$ cat config.mk
export PLATFORM = sky130hd
export DESIGN_NAME = maze_game_ctrl_flat
export DESIGN_NICKNAME = d
export VERILOG_FILES = /design/src/rtl/maze_pkg.sv /design/src/rtl/maze_game_ctrl_if.sv /design/src/rtl/maze_tick_gen.sv /design/src/rtl/maze_game_ctrl.sv /design/src/flat_wrapper.sv
export SDC_FILE = /design/constraint.sdc
export NUM_CORES = 1
export LEC_CHECK = 0
export CORE_MARGIN = 4
export CORE_UTILIZATION = 38
export CTS_CLUSTER_SIZE = 8
export DETAILED_ROUTE_END_ITERATION = 10
export PLACE_DENSITY = 0.64
export SYNTH_ARGS = -nofsm -noshare
export SYNTH_HDL_FRONTEND = slang
export SYNTH_SLANG_ARGS = --single-unit
$ cat constraint.sdc
create_clock -name pixel_clk -period 5 [get_ports pixel_clk]
set_input_delay 1 -clock pixel_clk [delete_from_list [all_inputs] [get_ports pixel_clk]]
set_output_delay 1 -clock pixel_clk [all_outputs]
set_load 0.01 [all_outputs]
$ cat src/rtl/maze_pkg.sv
// Shared types and screen constants for the maze runner game sequencer.
package maze_pkg;

  typedef enum logic [2:0] {
    IDLE       = 3'd0,
    PLAY       = 3'd1,
    RESPAWN    = 3'd2,
    LEVEL_DONE = 3'd3,
    GAME_OVER  = 3'd4,
    WIN        = 3'd5
  } game_state_t;

  localparam int SCREEN_W    = 640;
  localparam int SCREEN_H    = 480;
  localparam int PLAYER_SIZE = 25;

  localparam int SW_RIGHT = 0;
  localparam int SW_DOWN  = 1;
  localparam int SW_UP    = 2;
  localparam int SW_LEFT  = 3;

endpackage

$ cat src/rtl/maze_game_ctrl_if.sv
// Link between the game sequencer and the level geometry/renderer blocks.
interface maze_game_ctrl_if;
  logic [1:0] level_sel;
  logic [9:0] player_x;
  logic [9:0] player_y;
  logic       in_path;
  logic       at_finish;

  modport master (output level_sel, player_x, player_y, input in_path, at_finish);
  modport slave  (input level_sel, player_x, player_y, output in_path, at_finish);
endinterface

$ cat src/rtl/maze_tick_gen.sv
// Free-running divider producing a one-cycle move_tick each time it wraps to zero.
module maze_tick_gen #(
  parameter int TICK_DIV = 833333
) (
  input  logic clk,
  input  logic rst_n,
  output logic move_tick
);

  localparam int CW = (TICK_DIV > 1) ? $clog2(TICK_DIV) : 1;

  logic [CW-1:0] count;

  always_ff @(posedge clk or negedge rst_n) begin
    if (!rst_n) begin
      count     <= '0;
      move_tick <= 1'b0;
    end else if (count == CW'(TICK_DIV - 1)) begin
      count     <= '0;
      move_tick <= 1'b1;
    end else begin
      count     <= count + 1'b1;
      move_tick <= 1'b0;
    end
  end

endmodule

$ cat src/rtl/maze_game_ctrl.sv
// Maze runner game sequencer: player position, lives, level select and game state.
module maze_game_ctrl
  import maze_pkg::*;
#(
  parameter int TICK_DIV   = 833333,
  parameter int STEP       = 5,
  parameter int NUM_LEVELS = 3,
  parameter int LIVES      = 3,
  parameter int SPAWN_X    = 13,
  parameter int SPAWN_Y    = 230,
  parameter int X_MAX      = SCREEN_W - PLAYER_SIZE,
  parameter int Y_MAX      = SCREEN_H - PLAYER_SIZE,
  parameter int HOLD_TICKS = 30
) (
  input  logic                    pixel_clk,
  input  logic                    resetSwitch,
  input  logic [3:0]              switches,
  input  logic                    start_btn,
  maze_game_ctrl_if.master        geo,
  output logic [1:0]              lives,
  output game_state_t             game_state,
  output logic                    move_tick
);

  localparam int HW = (HOLD_TICKS > 1) ? $clog2(HOLD_TICKS) : 1;
  localparam logic [9:0] STEP_V  = 10'(STEP);
  localparam logic [9:0] SPAWN_XV = 10'(SPAWN_X);
  localparam logic [9:0] SPAWN_YV = 10'(SPAWN_Y);
  localparam logic [9:0] X_MAX_V = 10'(X_MAX);
  localparam logic [9:0] Y_MAX_V = 10'(Y_MAX);

  logic [3:0]    sw_meta, sw_sync;
  logic [2:0]    start_sync;
  logic          start;
  logic [9:0]    pos_x, pos_y, next_x, next_y;
  logic [1:0]    level;
  logic [HW-1:0] hold;
  logic          check;
  logic          moved;
  game_state_t   state;

  maze_tick_gen #(.TICK_DIV(TICK_DIV)) u_tick (
    .clk       (pixel_clk),
    .rst_n     (resetSwitch),
    .move_tick (move_tick)
  );

  always_ff @(posedge pixel_clk or negedge resetSwitch) begin
    if (!resetSwitch) begin
      sw_meta    <= '0;
      sw_sync    <= '0;
      start_sync <= '0;
    end else begin
      sw_meta    <= switches;
      sw_sync    <= sw_meta;
      start_sync <= {start_sync[1:0], start_btn};
    end
  end

  assign start = start_sync[1] & ~start_sync[2];

  // One saturating step, left > up > down > right.
  always_comb begin
    next_x = pos_x;
    next_y = pos_y;
    moved  = 1'b1;
    if (sw_sync[SW_LEFT])
      next_x = (pos_x < STEP_V) ? 10'd0 : pos_x - STEP_V;
    else if (sw_sync[SW_UP])
      next_y = (pos_y < STEP_V) ? 10'd0 : pos_y - STEP_V;
    else if (sw_sync[SW_DOWN])
      next_y = (pos_y > Y_MAX_V - STEP_V) ? Y_MAX_V : pos_y + STEP_V;
    else if (sw_sync[SW_RIGHT])
      next_x = (pos_x > X_MAX_V - STEP_V) ? X_MAX_V : pos_x + STEP_V;
    else
      moved = 1'b0;
  end

  always_ff @(posedge pixel_clk or negedge resetSwitch) begin
    if (!resetSwitch) begin
      state <= IDLE;
      level <= 2'd0;
      pos_x <= SPAWN_XV;
      pos_y <= SPAWN_YV;
      lives <= 2'(LIVES);
      hold  <= '0;
      check <= 1'b0;
    end else begin
      case (state)
        IDLE: if (start) begin
          lives <= 2'(LIVES);
          level <= 2'd0;
          pos_x <= SPAWN_XV;
          pos_y <= SPAWN_YV;
          check <= 1'b0;
          state <= PLAY;
        end
        // The check cycle sees geometry for the position written on the tick before.
        PLAY: if (check) begin
          check <= 1'b0;
          if (geo.at_finish) begin
            hold  <= '0;
            state <= LEVEL_DONE;
          end else if (!geo.in_path) begin
            if (lives == 2'd1) begin
              lives <= 2'd0;
              state <= GAME_OVER;
            end else begin
              lives <= lives - 2'd1;
              pos_x <= SPAWN_XV;
              pos_y <= SPAWN_YV;
              hold  <= '0;
              state <= RESPAWN;
            end
          end
        end else if (move_tick && moved) begin
          pos_x <= next_x;
          pos_y <= next_y;
          check <= 1'b1;
        end
        RESPAWN: if (move_tick) begin
          if (hold == HW'(HOLD_TICKS - 1)) state <= PLAY;
          else                             hold  <= hold + 1'b1;
        end
        LEVEL_DONE: if (move_tick) begin
          if (hold != HW'(HOLD_TICKS - 1)) begin
            hold <= hold + 1'b1;
          end else if (level == 2'(NUM_LEVELS - 1)) begin
            state <= WIN;
          end else begin
            level <= level + 2'd1;
            pos_x <= SPAWN_XV;
            pos_y <= SPAWN_YV;
            state <= PLAY;
          end
        end
        GAME_OVER, WIN: if (start) state <= IDLE;
        default: state <= IDLE;
      endcase
    end
  end

  assign geo.level_sel = level;
  assign geo.player_x  = pos_x;
  assign geo.player_y  = pos_y;
  assign game_state    = state;

endmodule
$ cat src/flat_wrapper.sv
// flat-port wrapper written by rule: the top's interface ports become plain ports
module maze_game_ctrl_flat import maze_pkg::*;
#(
  parameter int TICK_DIV   = 833333,
  parameter int STEP       = 5,
  parameter int NUM_LEVELS = 3,
  parameter int LIVES      = 3,
  parameter int SPAWN_X    = 13,
  parameter int SPAWN_Y    = 230,
  parameter int X_MAX      = SCREEN_W - PLAYER_SIZE,
  parameter int Y_MAX      = SCREEN_H - PLAYER_SIZE,
  parameter int HOLD_TICKS = 30
)
  (pixel_clk, resetSwitch, switches, start_btn, lives, game_state, move_tick, geo_level_sel, geo_player_x, geo_player_y, geo_in_path, geo_at_finish);
  maze_game_ctrl_if geo_i ();
  input  logic pixel_clk;
  input  logic resetSwitch;
  input  logic [3:0] switches;
  input  logic start_btn;
  output logic [1:0] lives;
  output game_state_t game_state;
  output logic move_tick;
  output wire logic [$bits(geo_i.level_sel)-1:0] geo_level_sel;
  output wire logic [$bits(geo_i.player_x)-1:0] geo_player_x;
  output wire logic [$bits(geo_i.player_y)-1:0] geo_player_y;
  input wire logic [$bits(geo_i.in_path)-1:0] geo_in_path;
  input wire logic [$bits(geo_i.at_finish)-1:0] geo_at_finish;
  assign geo_level_sel = geo_i.level_sel;
  assign geo_player_x = geo_i.player_x;
  assign geo_player_y = geo_i.player_y;
  assign geo_i.in_path = geo_in_path;
  assign geo_i.at_finish = geo_at_finish;
  maze_game_ctrl #(.TICK_DIV(TICK_DIV), .STEP(STEP), .NUM_LEVELS(NUM_LEVELS), .LIVES(LIVES), .SPAWN_X(SPAWN_X), .SPAWN_Y(SPAWN_Y), .X_MAX(X_MAX), .Y_MAX(Y_MAX), .HOLD_TICKS(HOLD_TICKS)) u_core (.pixel_clk(pixel_clk), .resetSwitch(resetSwitch), .switches(switches), .start_btn(start_btn), .geo(geo_i), .lives(lives), .game_state(game_state), .move_tick(move_tick));
endmodule
; After elaboration in Yosys (flattened, before gate mapping)
; Cells that the tools add are included.
; W data, S select, Z words.
[word_totals]
ff_bits = 65
inputBits = 9
out_inout_bits = 28
elab_cells = 146
[op_classes]
addsub = 8
n_lt_le_gt_ge = 4
n_eq_ne = 33
muxes = 73
bitwise_logic = 2
n_reduce_logical = 14
[op_table]
columns = op, count
row1 = $mux W10, 29
row2 = $pmux W10 S3, 2
row3 = $mux W5, 8
row4 = $mux W3, 11
row5 = $add A10 B3 Y10 const B, 2
row6 = $add A20 B1 Y20 const B, 1
row7 = $eq A20 B20 Y1 const B, 1
row8 = $lt A10 B3 Y1 const B, 2
row9 = $mux W20, 1
row10 = $sub A10 B3 Y10 const B, 2
row11 = $mux W2, 9
row12 = $ne A3 B3 Y1 const B, 6
row13 = $reduce_and A8 Y1, 2
row14 = $pmux W3 S5, 1
row15 = $pmux W5 S3, 1
row16 = $ne A2 B2 Y1 const B, 7
row17 = $reduce_and A12 Y1, 1
row18 = $reduce_and A11 Y1, 1
row19 = $gt A10 B10 Y1 const B, 1
row20 = $gt A10 B9 Y1 const B, 1
row21 = $ne A2 B1 Y1 const B, 5
row22 = $reduce_and A5 Y1, 2
row23 = $mux W1, 8
row24 = $ne A4 B1 Y1 const B, 2
row25 = other kinds (22), 28

; Longest topological paths before layout
[logic_depth]
depth_word = 9
mapped_depth = 8
ltp_nobuf = 7

; Hierarchy
; Synthesis repeated with hierarchy kept, for this count alone.
[unflattened]
cells_unflattened = 456
area_unflattened_um2 = 4072.7
[by_module_without_submodules]
columns = mod, instances, cells_per_inst, area_each_um2, seq_area_each_um2
row1 = maze_game_ctrl, 1, 346, 2962.8, 1113.6
row2 = maze_tick_gen, 1, 110, 1109.8, 525.5

; Worst setup path before layout
; OpenSTA, ideal clock, no wires.
[synth_timing]
path_type = in2reg
startpoint = input geo_at_finish
endpoint = register u_core.pos_x[2], in the netlist u_core.geo.player_x[2]
setup_ps = 75
t_arrival_ps = 2202
required_ps = 4925
setup_slack_ps = 2723
stages = 5
n_path_buf = 0
path_cell_list = or4b_1 o21ai_1 o221ai_2 a31oi_1 a2bb2oi_1
[synth_via]
elab_chain_cells = 2
[synth_rtl]
columns = element, line_no
row1 = "start, declared", flat_wrapper.sv:27  ; input wire logic [$bits(geo_i.at_finish)-1:0] geo_at_finish;
row2 = $ne A3 B3 Y1 (no line), --
row3 = $reduce_and A12 Y1 (no line), --
row4 = "end signal, assigned", maze_game_ctrl.sv:117  ; pos_x <= next_x;
row5 = "end, declared", maze_game_ctrl.sv:35  ; logic [9:0] pos_x, pos_y, next_x, next_y;
; No other way between the ends.
; A chain may end at the register's enable or synchronous reset.

; Worst setup path in the final report
; Same ends and word-level chain as after synthesis.

==> results.md <==
- P_int: between 900 and 1000 uW
- Post-CTS Hold Fix Bufs: 0
- M3 GR Usage: 3.93%
- Die area: 12300 um2
- # DRC: 0
- WP data arrival: 2890 ps
- Core ar.: ~10000 um2
- Initial antenna violation count: 0
- Ant diodes: 0
- Clk buf depth: 2
- Worst-path clk slew: about 80 ps
- Asr flop ratio synth: 100%
- Final slew viol count: 0
- Final setup viols: 0
- Initial Util: 39.1%
- Total CTS buffers: 9
- Hold Slack: 349 ps
- CTS Sinks: 65
- Switch Pwr: approximately 400 uW
- Least-Margin Pin Slew: ~750 ps
- Hold violation count in the final report: 0
- Top FF cell, synth: dfrtp_1
- Yosys Warn Count: 0
- Worst setup margin: 2380 ps
- HPWL after DPL: 6470 um
- Pwr per Cell Area: roughly 300 nW/um2
- Die height: 111 um
- Pin count of the biggest net entering global routing: 42
- Layout cell share with drive strength beyond 1: 8.49%
- Post-synthesis cell area: about 4000 um2
- Post-CTS Setup Repair Bufs: 0
- First-pass GRT wire length: 15800 um
- #FFs+latches synth: 65
- IO buf count: 36
- Most frequent cells in the layout: 55 x dfrtp_1, 38 x nor2_1, 35 x clkdlybuf4s50_1
- Overall power: between 1000 and 1500 uW
- DR iter-0 viols: 189
- Nets: 500
- Setup Slack @ Placement: slightly above 2000 ps
- TritonRoute pass-1 iters: 4
- Startpoint types: input pin
- FMAX: approximately 0.38 GHz
- Relative slew slack: just under 50%
- Min-delay worst type: reg2reg
- Worst skew pair latency: ~340 ps
- Synth cell types: 66
- Gate count of the mapped netlist: 453
- Switching share of power: between 20% and 30%
- RSZ-0062 raised after global routing: no
- DRT antenna net count: 0
- CTS tree: built
- Area leader, netlist: dfrtp_1
- CP max FO: 10
- Routing usage on met1: between 20% and 30%
- Most Crowded Layer GR: met2
- Via count: roughly 3400
- H-tree depth: 3
- Clock share of power: a little under two fifths
- Final Routed Wirelength: around 9100 um
- Worst Setup End Kind: register
- Fin crit period: around 2600 ps
- I/O pin count: 37
- Run status: finished clean
- Die width: 111 um
- Drt wl/cell: roughly 15 um
- Leak: around 0.0019 uW
- Number of vias per cell: 5.55
- Worst ir drop on vdd: between 0.15 and 0.2 mV
- Final GP Congestion: around 0.85
- Number of synthesized flops with an enable pin: 0
- Max-cap violations: 0
- Power share of the combinational group: between 10% and 20%
- Critical Path RT: 5270 ps
- Seq/Total Area, Yosys: between 40% and 50%
- Overall Global Routing Usage: between 15 and 20%
- TNS Setup: 0 ps
- Reg power frac: 43.0%
- Clk_skew: roughly 13 ps
- M2 GR Usage: roughly a quarter
- CTS resizes: 0
- # rows: 37
- Area Overhead vs Synth: 16.2%
- Commonest non-fill, non-tap cell in the layout: dfrtp_1
- Average size of a mapped cell: 8.92 um2
- Final period util: between 50 and 60%
- Post-synth top area share: roughly a third
- Synthesized Nets: 474
- Synth top area cells: dfrtp_1 34%, dfstp_2 6.5%, ha_1 3.7%
- Number of global-route vias before repair: between 3000 and 4000
- Overflow after GRT: 0
- Kind of critical path: in2reg
- Root Buffer: clkbuf_8
==> Yosys cell counts (4+ instances only) <==
master    instances
a21oi_1          14
a22o_1            5
a31oi_1          10
buf_2             6
clkbuf_1         13
dfrtp_1          55
dfstp_2          10
ha_1             12
inv_1            27
nand2_1          33
nand2b_1         11
nand3_1          25
nand4_1          12
nor2_1           38
nor2b_1           8
nor3_1           15
nor4_1            8
o21ai_0          23
o21ai_1          16
o22ai_1           4
o31ai_1           5
or3_1             4
or4_1             9
xnor2_1          13
xor2_1           10
==> worst max-delay path, stage by stage <==
cell and delay [ps]:
clkdlybuf4s50_1 440, or4b_1 590, o21ai_1 190, o221ai_2 270
a31oi_1 230, a2bb2oi_1 180
==> metal layers <==
metal / part of all wire, % / vias to the layer above
met2: 48 / 67
met3: 4.2 / 9
li1: - / 1700
met1: 47 / 1658
met4: 1.1 / 0
met5: 0 / -
==> power by group through the flow <==
stage	combinational [uW]	clock (uW)	sequential (uW)
floorplan	208	0	586
global placement	253	0	609
detailed placement	261	0	610
CTS	262	554	601
global route	296	577	608
finish	259	537	601
==> cell families after synthesis <==
kind of cell,share of synthesized area [%]
fa+ha+maj,3.72
mux,0.743
flops,40.6
buf+inv,5.29
compound gates,19.0
xor+xnor,4.98
simple gates,25.7
==> final cells by class <==
type | instances | area (um2)
inverters | 27 | 101
well taps | 136 | 170
repair buffers | 37 | 363
multi-input cells | 339 | 2190
flip-flops and latches | 65 | 1640
clock buffers | 12 | 145
clock inverters | 3 | 90.1
fillers | 978 | 5630
==> worst paths after layout <==
path / startpoint / endpoint / slack, ps / cells past startpoint
worst max register to register: u_core.geo.player_x[7] / u_core.geo.player_x[8] / 2730 / 5
min in group asynchronous: resetSwitch / u_core.hold[1] / 660 / 1
max in group asynchronous: resetSwitch / u_core.lives[0] / 3390 / 2
worst min register to register: u_core.sw_meta[3] / u_core.sw_sync[3] / 350 / 0
worst min-delay path: u_core.sw_meta[3] / u_core.sw_sync[3] / 350 / 0
worst max-delay path: geo_at_finish / u_core.geo.player_x[2] / 2380 / 6
==> state kept, by name, indices dropped and copies added, names as in the netlist <==
register and flops:
u_core.hold 5, u_core.geo.level_sel 2, u_core.game_state 3, u_core.sw_meta 4, u_core.geo.player_y 10, u_core.sw_sync 4
u_core.lives 2, u_core.start_sync 3, u_core.u_tick.move_tick 1, u_core.u_tick.count 20, u_core.geo.player_x 10, u_core.check 1
==> per-stage QoR <==
stage                     area [um2]  utilization [%]  instances
after floorplan                 4040                -        453
after global routing            4700             45.5        619
after global placement          4460             43.2        604
after CTS                       4700             45.5        619
after detailed placement        4460             43.2        604
final                           4700             45.5        619
Note: power is estimated with default switching activity, not from simulation.
